===== src/rtl/if_id_skid_pkg.sv =====
// Shared definitions for the IF/ID pipeline register: the canonical NOP encoding
// and the main-entry update operations.
`ifndef INST_NOP
`define INST_NOP 32'h0000_0013
`endif

package if_id_skid_pkg;

  localparam int unsigned DEF_INST_W = 32;
  localparam int unsigned DEF_ADDR_W = 32;

  // What the main entry does on the next rising edge.
  typedef enum logic [1:0] {
    MAIN_KEEP      = 2'd0,
    MAIN_LOAD_IN   = 2'd1,
    MAIN_LOAD_SKID = 2'd2,
    MAIN_CLEAR     = 2'd3
  } main_op_e;

endpackage


===== src/rtl/dff_en_set.sv =====
// Enabled storage register with asynchronous active-low reset to a
// parametrised value; used for every stored field of the IF/ID stage.
module dff_en_set #(
  parameter int unsigned   W       = 1,
  parameter logic [W-1:0]  RST_VAL = '0
) (
  input  logic         clk,
  input  logic         rst_n,
  input  logic         en,
  input  logic [W-1:0] d,
  output logic [W-1:0] q
);

  // Storage with async reset and load enable.
  always_ff @(posedge clk or negedge rst_n) begin
    if (!rst_n) begin
      q <= RST_VAL;
    end else if (en) begin
      q <= d;
    end
  end

endmodule


===== src/rtl/if_id_skid.sv =====
// IF/ID pipeline register with an optional second (skid) entry so that in_ready
// can be registered; flush and decode hold are handled in the same stage.
module if_id_skid
  import if_id_skid_pkg::*;
#(
  parameter int unsigned       INST_W  = DEF_INST_W,
  parameter int unsigned       ADDR_W  = DEF_ADDR_W,
  parameter logic [INST_W-1:0] NOP_VAL = INST_W'(`INST_NOP),
  parameter bit                SKID_EN = 1'b1
) (
  input  logic              clk,
  input  logic              rst_n,
  input  logic              in_valid,
  output logic              in_ready,
  input  logic [INST_W-1:0] inst_i,
  input  logic [ADDR_W-1:0] inst_addr_i,
  input  logic              flush_i,
  input  logic              hold_i,
  output logic              out_valid,
  input  logic              out_ready,
  output logic [INST_W-1:0] inst_o,
  output logic [ADDR_W-1:0] inst_addr_o
);

  logic              main_valid, main_valid_d, main_load;
  logic [INST_W-1:0] main_inst, main_inst_d;
  logic [ADDR_W-1:0] main_addr, main_addr_d;
  logic              skid_valid, skid_valid_d, skid_load;
  logic              skid_valid_nxt, skid_en;
  logic [INST_W-1:0] skid_inst;
  logic [ADDR_W-1:0] skid_addr;
  logic              in_ready_q;
  logic              in_fire, out_fire;
  main_op_e          main_op;

  assign out_fire = main_valid & out_ready & ~hold_i;
  assign in_ready = SKID_EN ? in_ready_q : (~main_valid | out_fire);
  assign in_fire  = in_valid & in_ready;

  // Decide the main-entry operation and the skid-entry update for this cycle.
  always_comb begin
    main_op      = MAIN_KEEP;
    skid_valid_d = skid_valid;
    skid_load    = 1'b0;
    if (flush_i) begin
      main_op      = MAIN_CLEAR;
      skid_valid_d = 1'b0;
    end else if (out_fire) begin
      if (skid_valid) begin
        main_op      = MAIN_LOAD_SKID;
        skid_valid_d = 1'b0;
      end else if (in_fire) begin
        main_op = MAIN_LOAD_IN;
      end else begin
        main_op = MAIN_CLEAR;
      end
    end else if (in_fire) begin
      // Without skid the stage is never ready while main is full and stalled.
      if (!main_valid) begin
        main_op = MAIN_LOAD_IN;
      end else begin
        skid_load    = 1'b1;
        skid_valid_d = 1'b1;
      end
    end else begin
      main_op = MAIN_KEEP;
    end
  end

  // Translate the main-entry operation into register inputs.
  always_comb begin
    main_valid_d = main_valid;
    main_load    = 1'b0;
    main_inst_d  = inst_i;
    main_addr_d  = inst_addr_i;
    case (main_op)
      MAIN_KEEP: begin
        main_valid_d = main_valid;
      end
      MAIN_LOAD_IN: begin
        main_valid_d = 1'b1;
        main_load    = 1'b1;
      end
      MAIN_LOAD_SKID: begin
        main_valid_d = 1'b1;
        main_load    = 1'b1;
        main_inst_d  = skid_inst;
        main_addr_d  = skid_addr;
      end
      MAIN_CLEAR: begin
        main_valid_d = 1'b0;
      end
      default: begin
        main_valid_d = main_valid;
      end
    endcase
  end

  assign skid_valid_nxt = skid_valid_d & SKID_EN;
  assign skid_en        = skid_load & SKID_EN;

  dff_en_set #(.W(1), .RST_VAL(1'b0)) u_main_valid (
    .clk(clk), .rst_n(rst_n), .en(1'b1), .d(main_valid_d), .q(main_valid));
  dff_en_set #(.W(INST_W), .RST_VAL('0)) u_main_inst (
    .clk(clk), .rst_n(rst_n), .en(main_load), .d(main_inst_d), .q(main_inst));
  dff_en_set #(.W(ADDR_W), .RST_VAL('0)) u_main_addr (
    .clk(clk), .rst_n(rst_n), .en(main_load), .d(main_addr_d), .q(main_addr));

  dff_en_set #(.W(1), .RST_VAL(1'b0)) u_skid_valid (
    .clk(clk), .rst_n(rst_n), .en(1'b1), .d(skid_valid_nxt), .q(skid_valid));
  dff_en_set #(.W(INST_W), .RST_VAL('0)) u_skid_inst (
    .clk(clk), .rst_n(rst_n), .en(skid_en), .d(inst_i), .q(skid_inst));
  dff_en_set #(.W(ADDR_W), .RST_VAL('0)) u_skid_addr (
    .clk(clk), .rst_n(rst_n), .en(skid_en), .d(inst_addr_i), .q(skid_addr));

  // Registered ready: open exactly when the skid entry will be empty.
  dff_en_set #(.W(1), .RST_VAL(1'b1)) u_in_ready (
    .clk(clk), .rst_n(rst_n), .en(1'b1), .d(~skid_valid_nxt), .q(in_ready_q));

  assign out_valid   = main_valid;
  assign inst_o      = main_valid ? main_inst : NOP_VAL;
  assign inst_addr_o = main_valid ? main_addr : '0;

endmodule


===== config.mk =====
export PLATFORM = sky130hd
export DESIGN_NAME = if_id_skid
export DESIGN_NICKNAME = d
export VERILOG_FILES = /design/src/rtl/if_id_skid_pkg.sv /design/src/rtl/dff_en_set.sv /design/src/rtl/if_id_skid.sv
export SDC_FILE = /design/constraint.sdc
export NUM_CORES = 1
export LEC_CHECK = 0
export CORE_MARGIN = 2
export CORE_UTILIZATION = 40
export DETAILED_ROUTE_END_ITERATION = 8
export PLACE_DENSITY = 0.66
export RECOVER_POWER = 100
export SYNTH_ARGS = -nofsm -noshare
export SYNTH_HDL_FRONTEND = slang
export SYNTH_SLANG_ARGS = --single-unit

===== constraint.sdc =====
create_clock -name clk -period 3.1 [get_ports clk]
set_clock_uncertainty 0.2 [all_clocks]
set_input_delay 0.465 -clock clk [delete_from_list [all_inputs] [get_ports clk]]
set_output_delay 0.465 -clock clk [all_outputs]
set_load 0.005 [all_outputs]

After elaboration in Yosys (flattened, before gate mapping)
Index checks and enable logic that the tools add are counted.

Register bits after elaboration: 131. Output and inout port bits: 66. Word-level logic and storage cells: 37.

Equality and inequality tests: 3. Mux-type cells: 20. Bitwise operators: 5. Reductions and logical operators: 2.

Operator list (count): $mux W32 (4); $mux W1 (10); $mux W2 (5); $eq A2 B2 Y1 const B (2); $and A1 B1 Y1 (3); $eq A2 B1 Y1 const B (1); $logic_not A2 Y1 (1); $not A1 Y1 (2); $pmux W1 S2 (1); $reduce_or A2 Y1 (1).

Depth between registers and ports, before layout
Gate-level depths: netlist of run 1.

Depth in word-level cells: 8. Depth in mapped cells: 8. Mapped depth without buffers: 6.

Cells and area by module
From an unflattened synthesis of run 1, not the netlist that was laid out.

Cells, all modules: 437. Area total of the unflattened synthesis: 6867.8 µm².

By module, submodules not included: dff_en_set at u_main_addr ... (times used 4, cells an instance 68, area each 1345.0 µm², sequential area each 800.8 µm²); if_id_skid (times used 1, cells an instance 159, area each 1366.3 µm², sequential area each 0.0 µm²); dff_en_set at u_main_valid ... (times used 2, cells an instance 2, area each 40.0 µm², sequential area each 25.0 µm²); dff_en_set at u_in_ready (times used 1, cells an instance 2, area each 41.3 µm², sequential area each 26.3 µm²).

Least setup slack after synthesis of run 1
No wires, ideal clock.

Path kind: input to register. Start: in out_ready. End: reg u_main_addr.q[14]. Setup time: 0.137 ns. Arrival: 1.884 ns. Setup slack: 0.879 ns. Stages: 8. Cell sequence: nor2b_4 > nand2_1 > o21ai_0 > ha_1 > buf_2 > buf_2 > mux2i_1 > a21oi_1.

Word-level cells in the longest chain between the ends: 7. Elaborated cells between the ends (all ways): 9. Those cells by class: eq/ne: 2; mux: 4; bitwise: 2; reduce/logical: 1.

RTL lines: start, declared (line if_id_skid.sv:20) `input logic out_ready,`; $and A1 B1 Y1 (*) (2 in series) (line if_id_skid.sv:36) `assign out_fire = main_valid & out_ready & ~hold_i;`; $mux W2 (*) (line if_id_skid.sv:48) `end else if (out_fire) begin`; $mux W2 (*) (line if_id_skid.sv:45) `if (flush_i) begin`; $eq A2 B2 Y1 or $eq A2 B1 Y1 (tied branches) (line if_id_skid.sv:76) `case (main_op)`; $reduce_or A2 Y1 (no line); $mux W1 (line if_id_skid.sv:76); end signal, assigned (line dff_en_set.sv:17) `q <= RST_VAL;`; end signal, assigned (line dff_en_set.sv:19) `q <= d;`; end, declared (line dff_en_set.sv:11) `output logic [W-1:0] q`.

Every way passes the cells marked *; elsewhere a longest branch is shown, timed or not. A chain may end at the register's enable or synchronous reset.

Final worst setup path of run 1
Start: reg u_main_valid.q. End: out inst_addr_o[25].

Word-level cells in the longest chain between the ends: 1.

RTL lines: start, declared (line dff_en_set.sv:11); start signal, assigned (line dff_en_set.sv:17); start signal, assigned (line dff_en_set.sv:19); $mux W32 (line if_id_skid.sv:122) `assign inst_addr_o = main_valid ? main_addr : '0;`; end, declared (line if_id_skid.sv:22) `output logic [ADDR_W-1:0] inst_addr_o`.

Every way passes these cells.

==> metrics.yaml, run 1 <==
timing:
  min_period_over_period: 0.8882
  hold_viol_final: 0
  relSlewSlack: 0.3135
  tightest_slew_ps: 1030
  max_freq_ghz: 0.3632
  finalSetupViolCount: 0
  tns_ps: 0
  rsz0062_at_grt: "false"
  min_period_ps: 2754
  maxSlewViolCount: 0
floorplan:
  io_pins: 136
  core.rowCount: 44
  die_w_um: 125.7
  initial_core_util: 0.4092
  dieArea_mm2: 0.01580
  core_mm2: 0.01448
  die_y_um: 125.7
logic_synthesis:
  synth.avg_cell_area_um2: 11.78
  ys_warn_count: 0
  synth_fp_nets: 576
  netlist_top_cells_area: "dfrtp_1 (55%), mux2i_1 (11%), mux2_1 (7.2%)"
  synth_cells: 503
  synth_cell_type_count: 25
  synth_top_area_frac: 0.5491
  synth_top_area_cell: "dfrtp_1"
  ys_seq_area_frac: 0.5535
  synth-seq-cells: 131
  synth_area_mm2: 0.005924
pwr:
  ir_drop_uv: 395.3
  pwr-share-clk: 0.344
  p_sw_frac: 0.2597
  pwr-share-seq: 0.403
  p_per_area_mw_per_mm2: 780.9
  power_frac_comb: 0.253
  p_int_mw: 4.709
  p_leak_nw: 3.339
  report.power.total_mw: 6.361
  p_switching_mw: 1.652
critical_path:
  cpLargestDelayFamily: "buffers and inverters"
  cp-start-kind: "flop"
  crit_chain: "clkbuf_2 -> and2_1 -> dlygate4sd3_1"
  critical-path-max-stage-delay_ps: 560
  worst_ep_required_time_ps: 2430
  worst_setup_path_end_kind: "output pin"
  criticalPathCategory: "flop to output pin"
  cp_slowest_cell: "dfrtp_2"
  cp.arrival_ps: 2090
  crit_buf_inv: 2
  cp_max_fo: 18
cts:
  postCtsSetupBuffers: 0
  clock_latency_ps: 410
  cts_resized: 0
  root_buffer: "clkbuf_16"
  clkTransAtPathRegs_ps: 50
  cts.sinks: 131
  htree_levels: 4
  hold_buffers: 1
  clockBufferDepth: 2
  cts_tree: "built"
  cts_buffers: 17
global_routing:
  track_usage: 0.1727
  grt_max_degree: 83
  grt_pass1_wl_um: 21710
  grt_pass1_vias: 4319
  overflow: 0
  antenna_found_initial: 0
finish:
  final_cell_mix: "dfrtp_1 (129), clkdlybuf4s50_1 (107), nor2_1 (65)"
  fillers: 1225
  diodes: 0
  syn2layout_area_growth_pct: 37.49
  num-nets-final: 711
  final_common_cell: "dfrtp_1"
  drive_gt1_frac: 0.1183
run_status:
  status: "completed"
routing:
  via_per_inst: 5.000
  drt_iter0_markers: 221
  firstDrtPassIters: 4
  drc_errors: 0
  wire_per_inst_um: 15.88
  ant_nets: 0
  num_vias: 4175
  drt-total-wl_um: 13260
place:
  gp_congestion: 0.7656
  io_buffers: 135
  hpwl_um: 8857
job:
  maxCapViolCount: 0
worst_hold_path:
  min_path_type: "flop to flop"
==> layout make-up <==
cell class,count,area (um^2),share of cell area
clock inverter,10,177.7,0.02181
sequential,131,3281,0.4028
tap,184,230.2,0.02826
inverter,1,3.754,0.0004608
timing repair buffer,151,1496,0.1837
clock buffer,22,474.2,0.05822
multi-input combinational,336,2482,0.3048
==> path summary, 6_finish.rpt <==
check | from | endpoint | slack [ps] | cells past startpoint
setup / recovery | u_main_valid.q$_DFFE_PN0P_ | inst_addr_o[25] | 350 | 3
max in group asynchronous | rst_n | u_main_addr.q[15]$_DFFE_PN0P_ | 680 | 3
setup reg to reg | u_main_valid.q$_DFFE_PN0P_ | u_skid_addr.q[7]$_DFFE_PN0P_ | 430 | 4
min in group asynchronous | rst_n | u_main_inst.q[12]$_DFFE_PN0P_ | 570 | 2
hold reg to reg | u_skid_inst.q[26]$_DFFE_PN0P_ | u_skid_inst.q[26]$_DFFE_PN0P_ | 280 | 1
hold / removal | u_skid_inst.q[26]$_DFFE_PN0P_ | u_skid_inst.q[26]$_DFFE_PN0P_ | 280 | 1
==> cell usage after synthesis, drive strengths merged <==
cell,count
mux2,64
nand2,3
clkbuf,19
mux2i,64
inv,1
nor2b,1
nor2,65
nand2b,3
nor4b,1
buf,16
dfrtp,130
and2,61
o21ai,2
o221ai,1
o221a,1
a31o,1
dfstp,1
o21a,1
a21oi,64
ha,3
a31oi,1
==> power groups by stage <==
| stage | registers (mW) | logic [mW] | clock network [mW] |
|---|---|---|---|
| after global routing | 2.63 | 1.78 | 2.32 |
| after CTS | 2.56 | 1.72 | 2.24 |
| final | 2.56 | 1.61 | 2.19 |
| after detailed placement | 2.58 | 1.71 | 0 |
| after floorplan | 2.48 | 0.926 | 0 |
| after global placement | 2.55 | 1.66 | 0 |
==> cells by family (layout without fill, tap and decap cells) <==
| group | Yosys count | count (layout) | share of synthesized area |
|---|---|---|---|
| AO/OA/AOI/OAI | 71 | 71 | 0.06294 |
| AND/OR/NAND/NOR | 134 | 134 | 0.1170 |
| multiplexers | 128 | 128 | 0.2298 |
| adder cells (fa/ha/maj) | 3 | 3 | 0.006336 |
| flip-flops | 131 | 131 | 0.5535 |
| buffers and inverters | 36 | 184 | 0.03041 |
==> per-stage QoR <==
stage                     instances  area [um^2]  hold slack [ps]    util  worst slack, ps
after floorplan                 503         5924           -30.59       -            878.8
after global placement          802         7553            266.1  0.5217            358.3
after detailed placement        802         7553            275.8  0.5217            295.5
after CTS                       835         8215            288.3  0.5674            459.1
after global routing            835         8145            300.3  0.5626            200.5
final                           835         8145            283.4  0.5626            346.4
==> metal layers <==
metal | global-route usage | wire length [um] | vias to the layer above
met1 | 0.2280 | 5840 | 2058
met5 | 0 | 0 | -
met4 | 0.07647 | 278 | 0
li1 | - | - | 1993
met3 | 0.04333 | 653 | 19
met2 | 0.2706 | 6486 | 105
==> state kept, by name, indices dropped and copies added, names as in the netlist <==
register        count
u_in_ready.q        1
u_skid_inst.q      32
u_skid_addr.q      32
u_main_addr.q      32
u_skid_valid.q      1
u_main_valid.q      1
u_main_inst.q      32
==> worst register-to-register path: stages (launching register included) <==
cell,delay [ps]
dfrtp_2,560
clkbuf_2,340
nor4b_4,320
clkbuf_1,710
mux2_2,420
Power figures use the tool's default switching activity.
==> run 2: changes to the inputs <==
PLACE_DENSITY = 0.65   (was 0.66)
==> metrics.yaml, run 2 (synthesis gave the netlist of run 1 again) <==
run_status:
  violations: "capacitance limit, slew limit"
  status: "finished, violations left"
critical_path:
  criticalPathCategory: "flop to output pin"
  worst_ep_required_time_ps: 2430
  cp_slowest_cell: "dlygate4sd3_1"
  worst_setup_path_end_kind: "output pin"
  cp_max_fo: 21
  crit_buf_inv: 2
  cp.arrival_ps: 2120
  critical-path-max-stage-delay_ps: 560
  cpLargestDelayFamily: "buffers and inverters"
  crit_chain: "clkbuf_2 -> and2_1 -> dlygate4sd3_1"
  cp-start-kind: "flop"
floorplan:
  core.rowCount: 44
  initial_core_util: 0.4092
  core_mm2: 0.01448
  dieArea_mm2: 0.01580
  io_pins: 136
  die_y_um: 125.7
  die_w_um: 125.7
finish:
  num-nets-final: 708
  drive_gt1_frac: 0.1051
  fillers: 1300
  final_cell_mix: "dfrtp_1 (129), clkdlybuf4s50_1 (112), nor2_1 (65)"
  syn2layout_area_growth_pct: 34.93
  final_common_cell: "dfrtp_1"
  diodes: 0
routing:
  firstDrtPassIters: 5
  drc_errors: 0
  via_per_inst: 5.016
  wire_per_inst_um: 15.87
  drt_iter0_markers: 171
  ant_nets: 0
  drt-total-wl_um: 13190
  num_vias: 4168
cts:
  cts.sinks: 131
  postCtsSetupBuffers: 0
  clock_latency_ps: 400
  cts_resized: 0
  root_buffer: "clkbuf_16"
  htree_levels: 4
  cts_tree: "built"
  hold_buffers: 0
  clkTransAtPathRegs_ps: 50
  cts_buffers: 17
  clockBufferDepth: 2
global_routing:
  antenna_found_initial: 0
  grt_pass1_vias: 4371
  overflow: 0
  grt_pass1_wl_um: 21590
  grt_max_degree: 68
  track_usage: 0.1721
timing:
  hold_viol_final: 0
  max_freq_ghz: 0.3587
  tightest_slew_ps: 1691
  rsz0062_at_grt: "false"
  min_period_over_period: 0.8992
  maxSlewViolCount: 67
  tns_ps: 0
  finalSetupViolCount: 0
  min_period_ps: 2787
  relSlewSlack: -0.1271
  hold_ws_ps: 282.8
place:
  io_buffers: 135
  gp_congestion: 0.7561
  hpwl_um: 8804
pwr:
  p_leak_nw: 3.253
  p_per_area_mw_per_mm2: 748.4
  ir_drop_uv: 350.1
worst_hold_path:
  min_path_type: "flop to flop"
job:
  maxCapViolCount: 1
-- run 2: cell types whose count changed in the layout (fill, tap and decap cells not counted), sizes merged --
cell and delta:
clkdlybuf4s50 +5, clkinv -1, dlygate4sd3 -6, bufinv -5, clkbuf +5, buf -2
-- run 2: layout make-up --
class	count	area (um^2)	share of cell area
Sequential cell	131	3281	0.4104
Multi-Input combinational cell	336	2472	0.3093
Timing Repair Buffer	148	1471	0.1841
Clock buffer	27	513.0	0.06417
Tap cell	184	230.2	0.02880
Clock inverter	4	22.52	0.002817
Inverter	1	3.754	0.0004696
-- run 2: worst register-to-register path, stage by stage, from the launching register on --
cell,delay [ps]
dfstp_1,530
nand2_1,130
nor4b_4,240
clkbuf_2,1030
mux2_2,460
-- run 2: metal layers --
metal / up-vias / global-route usage / routed length [um]
met5: - / 0 / 0
met4: 0 / 0.06993 / 228
met3: 15 / 0.04333 / 531
met2: 103 / 0.2878 / 6552
met1: 2069 / 0.2141 / 5879
li1: 1981 / - / -
-- run 2: final timing paths --
kind                            cells after the start                            end                    startpoint  slack (ps)
worst max-delay path                                3                inst_addr_o[27]    u_main_valid.q$_DFFE_PN0P_         310
worst min-delay path                                1   u_skid_inst.q[0]$_DFFE_PN0P_  u_skid_inst.q[0]$_DFFE_PN0P_         280
worst max register to register                      4   u_skid_addr.q[2]$_DFFE_PN0P_        u_in_ready.q$_DFF_PN1_         380
worst min register to register                      1   u_skid_inst.q[0]$_DFFE_PN0P_  u_skid_inst.q[0]$_DFFE_PN0P_         280
max in group asynchronous                           2  u_main_addr.q[30]$_DFFE_PN0P_                         rst_n         880
min in group asynchronous                           1  u_main_inst.q[12]$_DFFE_PN0P_                         rst_n         300
-- run 2: per-stage QoR --
stage,std cells,power (mW),setup slack [ps],utilization,instance area (um^2)
2_1_floorplan,503,3.406,878.8,-,5924
3_3_place_gp,800,4.211,348.2,0.5198,7526
3_5_place_dp,800,4.293,292.2,0.5198,7526
4_1_cts,831,6.120,353.1,0.5568,8061
5_1_grt,831,6.345,147.8,0.5521,7994
6_report,831,5.983,312.5,0.5521,7994
-- run 2: power by group --
| part | internal [mW] | switching [mW] | total (mW) |
|---|---|---|---|
| clock network | 1.12 | 0.685 | 1.81 |
| registers | 2.27 | 0.277 | 2.55 |
| logic | 0.960 | 0.669 | 1.63 |
==> run 3: changes to the inputs <==
CAP_MARGIN = 20   (was unset)
PLACE_DENSITY = 0.66   (was 0.65)
==> results of run 3 <==
The final DEF is identical to that of run 1; final timing and power are the same.
